## config.mk

```make
export PLATFORM = sky130hd
export DESIGN_NAME = moving_avg_filter
export DESIGN_NICKNAME = d
export VERILOG_FILES = /design/src/rtl/moving_avg_filter.sv
export SDC_FILE = /design/constraint.sdc
export NUM_CORES = 1
export LEC_CHECK = 0
export ABC_AREA = 1
export CORE_MARGIN = 1
export CORE_UTILIZATION = 56
export DETAILED_ROUTE_END_ITERATION = 6
export PLACE_DENSITY_LB_ADDON = 0.1
export SLEW_MARGIN = 10
export SYNTH_ARGS = -nofsm -noshare
export SYNTH_HDL_FRONTEND = slang
export SYNTH_SLANG_ARGS = --single-unit
```

## constraint.sdc

```tcl
create_clock -name clk -period 4.4 [get_ports clk]
set_input_delay 0.66 -clock clk [delete_from_list [all_inputs] [get_ports clk]]
set_output_delay 0.66 -clock clk [all_outputs]
set_load 0.01 [all_outputs]
```

## src/rtl/moving_avg_filter.sv

```systemverilog
`default_nettype none
// ============================================================================
// Module   : moving_avg_filter
// Brief    : Boxcar (moving-average) filter over a runtime-selectable window
//            of 2^filt_sel samples (clamped to 2^MAX_LOG2). Keeps a running
//            sum: adds the newest sample and subtracts the one leaving the
//            window. The output is suppressed until the window is full.
// Options  : MOVING_AVG_ROUND_EN - round half up instead of truncating
// Revision : 1.0 - initial release
// ============================================================================
module moving_avg_filter #(
  parameter int BIT_WIDTH = 16,
  parameter int MAX_LOG2  = 4
) (
  input  logic                 clk,
  input  logic                 rst_n,
  input  logic                 sclr,
  input  logic [2:0]           filt_sel,
  input  logic                 in_valid,
  input  logic [BIT_WIDTH-1:0] d,
  output logic                 out_valid,
  output logic [BIT_WIDTH-1:0] q,
  output logic                 primed
);

  localparam int         DEPTH     = 1 << MAX_LOG2;
  localparam int         ACC_W     = BIT_WIDTH + MAX_LOG2;
  localparam int         FILL_W    = MAX_LOG2 + 1;
  localparam logic [2:0] C_MAX_SEL = 3'(MAX_LOG2);

  // Registered state
  logic [2:0]           r_sel;
  logic [FILL_W-1:0]    r_fill;
  logic [MAX_LOG2-1:0]  r_wr_ptr;
  logic [ACC_W-1:0]     r_acc;
  logic [BIT_WIDTH-1:0] r_buf [DEPTH];

  // Next-state datapath
  logic [2:0]           w_sel_clamp;
  logic                 w_change;
  logic                 w_accept;
  logic [2:0]           w_sel_eff;
  logic [FILL_W-1:0]    w_n;
  logic [FILL_W-1:0]    w_fill_base;
  logic [ACC_W-1:0]     w_acc_base;
  logic [MAX_LOG2-1:0]  w_rd_ptr;
  logic [BIT_WIDTH-1:0] w_oldest;
  logic [ACC_W-1:0]     w_acc_next;
  logic [FILL_W-1:0]    w_fill_next;
  logic                 w_full_next;
  logic [BIT_WIDTH-1:0] w_avg;

  // Window selection, fill/accumulator bookkeeping and running-sum update.
  // A window change restarts fill and acc from zero in the same cycle, so a
  // sample arriving together with the change becomes the first of the new
  // window; the new window size is used for all decisions in that cycle.
  always_comb begin
    w_sel_clamp = (filt_sel > C_MAX_SEL) ? C_MAX_SEL : filt_sel;
    w_change    = (w_sel_clamp != r_sel);
    w_accept    = in_valid & ~sclr;
    w_sel_eff   = w_change ? w_sel_clamp : r_sel;
    w_n         = FILL_W'(1) << w_sel_eff;
    w_fill_base = w_change ? '0 : r_fill;
    w_acc_base  = w_change ? '0 : r_acc;
    // Entry N places behind the write pointer; for the largest window this
    // wraps onto the write pointer itself, read before it is overwritten.
    w_rd_ptr    = r_wr_ptr - w_n[MAX_LOG2-1:0];
    // Only subtract once the window is full; stale buffer entries never leak.
    w_oldest    = (w_fill_base == w_n) ? r_buf[w_rd_ptr] : '0;
    w_acc_next  = w_acc_base + ACC_W'(d) - ACC_W'(w_oldest);
    w_fill_next = (w_fill_base == w_n) ? w_fill_base : w_fill_base + FILL_W'(1);
    w_full_next = (w_fill_next == w_n);
  end

`ifdef MOVING_AVG_ROUND_EN
  logic [ACC_W:0] w_round_inc;
  logic [ACC_W:0] w_round_sum;

  // Round half up: add half an LSB of the result before shifting. The sum of
  // N samples plus N/2 shifted by log2(N) never exceeds the sample range.
  always_comb begin
    w_round_inc = (w_sel_eff == 3'd0) ? '0
                                      : ((ACC_W + 1)'(1) << (w_sel_eff - 3'd1));
    w_round_sum = {1'b0, w_acc_next} + w_round_inc;
    w_avg       = BIT_WIDTH'(w_round_sum >> w_sel_eff);
  end
`else
  // Truncating divide by the window length.
  always_comb begin
    w_avg = BIT_WIDTH'(w_acc_next >> w_sel_eff);
  end
`endif

  // Control state, running sum and output register.
  always_ff @(posedge clk or negedge rst_n) begin
    if (!rst_n) begin
      r_sel     <= '0;
      r_fill    <= '0;
      r_wr_ptr  <= '0;
      r_acc     <= '0;
      q         <= '0;
      out_valid <= 1'b0;
      primed    <= 1'b0;
    end else if (sclr) begin
      r_sel     <= w_sel_clamp;
      r_fill    <= '0;
      r_wr_ptr  <= '0;
      r_acc     <= '0;
      q         <= '0;
      out_valid <= 1'b0;
      primed    <= 1'b0;
    end else begin
      r_sel     <= w_sel_eff;
      out_valid <= 1'b0;
      if (w_accept) begin
        r_acc    <= w_acc_next;
        r_fill   <= w_fill_next;
        r_wr_ptr <= r_wr_ptr + MAX_LOG2'(1);
        primed   <= w_full_next;
        if (w_full_next) begin
          q         <= w_avg;
          out_valid <= 1'b1;
        end
      end else if (w_change) begin
        r_acc  <= '0;
        r_fill <= '0;
        primed <= 1'b0;
      end
    end
  end

  // Sample history; never cleared because the fill gating hides stale data.
  always_ff @(posedge clk) begin
    if (w_accept) begin
      r_buf[r_wr_ptr] <= d;
    end
  end

endmodule
`default_nettype wire

```

Word-level counts from Yosys, hierarchy flattened
Memory sizes are Yosys's and may differ from the RTL's.
Index checks and enable logic that the tools add are counted.

cells by class
  $add $sub $neg = 5
  $lt $le $gt $ge = 1
  eq/ne operators = 3
  shift operators = 2
  multiplexer cells = 24
  bitwise operators = 2
  reduce and logical (&&, ||, !) cells = 4

operators by type and width
  cell                                                               count
  16-bit 2-to-1 mux                                                  4
  20-bit 2-to-1 mux                                                  3
  20-bit by 16-bit adder with 20-bit output                          1
  5-bit 2-to-1 mux                                                   4
  20-bit by 3-bit >> shifter with 16-bit output                      1
  20-bit by 16-bit subtractor with 20-bit output                     1
  5-bit equality test                                                2
  3-bit 2-to-1 mux                                                   3
  1-bit 2-to-1 mux                                                   8
  4-bit 2-to-1 mux                                                   2
  5-bit by 1-bit adder with 5-bit output, second input constant      1
  1-bit by 3-bit << shifter with 5-bit output, first input constant  1
  4-bit by 1-bit adder with 4-bit output, second input constant      1
  2-bit nonzero test                                                 2
  4-bit subtractor                                                   1
  3-bit > comparator, second input constant                          1
  3-bit != test                                                      1
  3-bit nonzero test                                                 1
  2-bit AND reduction                                                1
  1-bit bitwise AND                                                  1
  1-bit inverter                                                     1

word-level totals
  bits in registers = 50
  bits in writable memories = 256
  input port bits = 23
  output and inout port bits = 18
  word-level logic and storage cells = 49
  memories kept = 1

memory list
  name   words  width  read ports  clocked after Yosys merged registers in  wr ports  line  text
  r_buf  16     16     1           0                                        1         36    logic [BIT_WIDTH-1:0] r_buf [DEPTH];

Logic depth before layout (Yosys ltp)
An unclocked memory read counts as a cell.

  depth after elaboration = 13
  depth in mapped cells = 36
  depth with buffers taken out = 34

Least setup slack after synthesis
No wires, ideal clock.

  path type = input port to flip-flop
  from = in filt_sel[2]
  to = reg q[8]
  library setup time = 118 ps
  arrival time = 4992 ps
  data required time = 4282 ps
  slack = -709 ps
  cell stages on the path = 33
  path buffers = 2
  path through = inv_2 nand2_2 buf_4 nand2_1 nor2_2 ha_1 inv_1 fa_1 xnor2_1 clkbuf_1 o221ai_1 o21ai_0 nand2_1 nand2_1 nor2_1 ha_1 inv_1 ha_1 fa_1 nand3_1 nand3_1 nand2_1 nand2_1 nand2_1 nand2_1 nand2_1 nand3_1 nand3_1 nand2_1 o21ai_0 inv_1 nand4_1 nand2_1

on the way
  word-level cells in the longest chain between the ends = 13
  elaborated cells between the ends (all ways) = 22
  those cells by class = add/sub (4); order compare (1); eq/ne (3); shift (2); mux (9); reduce/logical (2); memory (1)

RTL lines
  item                                            line  text
  from (decl)                                     18    input logic [2:0] filt_sel,
  3-bit > comparator                              58    w_sel_clamp = (filt_sel > C_MAX_SEL) ? C_MAX_SEL : filt_sel;
  3-bit 2-to-1 mux *                              58
  3-bit != test                                   59    w_change = (w_sel_clamp != r_sel);
  3-bit 2-to-1 mux                                61    w_sel_eff = w_change ? w_sel_clamp : r_sel;
  1-bit by 3-bit << shifter with 5-bit output     62    w_n = FILL_W'(1) << w_sel_eff;
  4-bit subtractor                                67    w_rd_ptr = r_wr_ptr - w_n[MAX_LOG2-1:0];
  memory 16 x 16 bit                              -
  16-bit 2-to-1 mux                               69    w_oldest = (w_fill_base == w_n) ? r_buf[w_rd_ptr] : '0;
  20-bit by 16-bit subtractor with 20-bit output  70    w_acc_next = w_acc_base + ACC_W'(d) - ACC_W'(w_oldest);
  20-bit by 3-bit >> shifter with 16-bit output   90    w_avg = BIT_WIDTH'(w_acc_next >> w_sel_eff);
  16-bit 2-to-1 mux                               120   if (w_full_next) begin
  16-bit 2-to-1 mux                               115   if (w_accept) begin
  16-bit 2-to-1 mux                               104   end else if (sclr) begin
  to (signal assigned)                            121   q <= w_avg;
  to (decl)                                       22    output logic [BIT_WIDTH-1:0] q,

Every way passes the cells marked *; elsewhere a longest branch is shown, timed or not. The select of a mux whose other input is x is not followed.
A chain may end at the register's enable or synchronous reset.

Worst setup path after layout
  from = in filt_sel[2]
  to = reg q[9]

The elaborated chain is that of the path after synthesis.

==> reports/qor.yml <==
cts_max_level: 1
post-route-min-period_ps: 4600
synth.area.top_cells: "edfxtp_1 (51%), dfrtp_1 (8.3%), nand2_1 (7.0%)"
hold_path_class: "primary input to async pin"
period_share_pct: 104
fin_skew_ps: 27.3
slew_headroom_pct: 30.6
synth_nets: 1575
cts_tree: "yes"
worst_pin_slew_ps: 1040
wl_per_cell_um: 20.9
final_cell_mix: "edfxtp_1 (256), nand2_1 (199), buf_4 (179), nor2_1 (145), o21ai_0 (120)"
grtUsageTotal_pct: 31.2
wl_um: 43300
core_area_um2: 26200
cpMostUsedCell: "nand2_2"
peakVddDrop_mv: 0.397
status: "finished, violations left"
post_drt_via_cell_ratio: 5.87
yosys_warnings: 0
synth-edff-count: 256
start_util_pct: 57.4
cts_buffers: 30
row_count: 59
grt_start_max_net_pins: 51
port_buffers: 40
path_class: "primary input to flop"
worst_setup_path_end_kind: "flop"
dp_hpwl_um: 28500
die_h_um: 166
postLayoutSetupSlackWorst_ps: -196
cap_violations: 0
report.final.hold_viol_count: 0
final_common_cell: "edfxtp_1"
grt_setup_unrepaired: "true"
cp.required_ps: 4850
vias: 12100
failed_checks: "design-rule violations, negative setup slack"
ys_seq_elements: 306
reg2regPathDepth: 28
synthArstFlopShare_pct: 16.3
setup_violations: 17
clockRootBuffer: "clkbuf_16"
io_pins: 41
clkTransAtPathRegs_ps: 60
cp_data_arrival_time_ps: 5040
drtIter0Drc: 1202
reg2reg_slack_ps: -170
netlist_instances: 1507
topRoutingLayerUsed: "met4"
critPathMaxFanout: 6
finalNetCount: 1778
postRouteAntennaNets: 0
antenna_found_initial: 0
start_kind: "primary input"
seq_area_frac_synth_pct: 59.5
wl_met3_um: 3200
syn_to_final_growth_pct: 30.8
overflow: 0
met1_length_um: 18200
synth_area_um2: 15000
post_synth_num_cell_types: 43
critPathLaunch: "filt_sel[2]"
synth_top_cell_by_area: "edfxtp_1"
p_per_area_nw_per_um2: 470
gp_congestion: 0.981
synth_top_area_share_pct: 51.1
syn_avg_cell_area_um2: 9.98
dieArea_um2: 27500
cp_slowest_stage_delay_ps: 600
clk_latency_ps: 580
drive_gt1_share_pct: 32.5
cts_sinks: 306
crit_end: "q[9]"
synth_flop_cell: "edfxtp_1"
cts_hold_buffers: 0
route.detailed.drc: 3
cellLeakagePower_nw: 7.86
clockBufferDepth: 3
fmax_ghz: 0.218
finalPower_mw: 9.25
first_global_vias: 11900
final_util_pct: 75.1
r2r_end: "q[9]"
die_w_um: 166
routed-wl-met2_um: 20400
regToRegStartpoint: "r_wr_ptr[0]"
slew_violations: 0
first_pass_iters: 7
diodes: 0
grt_pass1_wl_um: 65900
slowest_stage: "fa_2"
what timing repair did:
action,in CTS,in global routing
gates cloned,1,3
endpoints found under the hold margin,0,0
setup buffers,11,9
pin swaps,76,107
endpoints found under the setup margin,34,31
resized for setup,150,182
kinds of logic (layout without fill, tap and decap cells):
| family | count (synthesis) | in the layout | share of synthesized area [%] |
|---|---|---|---|
| AOI/OAI and AO/OA | 299 | 299 | 11.3 |
| xor gates and xnor gates | 12 | 12 | 0.749 |
| adders and majority gates | 45 | 45 | 4.59 |
| buffers and inverters | 216 | 441 | 5.67 |
| DFF | 306 | 306 | 59.5 |
| muxes | 1 | 1 | 0.0666 |
| and+or+nand+nor | 628 | 628 | 18.2 |
Yosys cell counts, types with 5 or more instances:
cell / count
a21oi_1: 21
clkbuf_1: 63
dfrtp_1: 50
edfxtp_1: 256
fa_1: 17
ha_1: 28
inv_1: 134
nand2_1: 280
nand2_2: 7
nand3_1: 98
nand3_2: 13
nand4_1: 32
nor2_1: 183
o21ai_0: 192
o221ai_1: 32
o22ai_1: 46
xnor2_1: 6
xor2_1: 5
cell type report:
type / count / area, um2
Sequential cell: 306 / 8940
Multi-Input combinational cell: 985 / 6590
Fill cell: 1792 / 6540
Timing Repair Buffer: 246 / 2250
Clock buffer: 36 / 773
Inverter: 141 / 553
Tap cell: 335 / 419
Clock inverter: 18 / 143
sequential cells by signal, summed over array words and instances (netlist names):
name and flops:
q 16, r_sel 3, primed 1, r_acc 20, r_fill 5, r_wr_ptr 4
out_valid 1, r_buf 256
report_power, final:
group	internal (mW)	switching, mW	total, mW
Combinational	1.53	2.09	3.62
Sequential	3.21	0.0243	3.23
Clock	1.31	1.08	2.40
Total	6.05	3.20	9.25
metal layers:
layer | vias up | global-route usage [%]
met4 | 0 | 11.1
met2 | 497 | 50.1
met3 | 97 | 4.36
met5 | - | 0
li1 | 5650 | -
met1 | 5898 | 43.8
worst max-delay path, delay by kind of cell:
family                   cells  cell delay (ps)
buffers and inverters        8              650
AND/OR/NAND/NOR             14             1280
AO/OA/AOI/OAI                6              890
adder cells (fa/ha/maj)      4             1550
how the worst min path moves through the flow:
stage | startpoint | to | slack [ps] | cells past startpoint
floorplan | rst_n | out_valid | 360 | 0
finish | rst_n | q[8] | 220 | 2
global route | rst_n | r_fill[0] | 280 | 2
detailed placement | q[5] | q[5] | 490 | 2
global placement | q[5] | q[5] | 490 | 2
CTS | rst_n | r_fill[2] | 230 | 2
per-stage QoR:
stage          setup TNS [ps]  cells  setup slack (ps)  cell area, um2  hold slack, ps
2_1_floorplan           -1710   1507              -161           15600             364
3_3_place_gp           -35910   1991             -1330           17500             490
3_5_place_dp           -37280   1991             -1360           17500             486
4_1_cts                 -1990   2057              -155           19000             229
5_1_grt                 -6530   2067              -410           19700             283
6_report                -2140   2067              -196           19700             218
No activity file was read; power rests on OpenSTA's default activity.
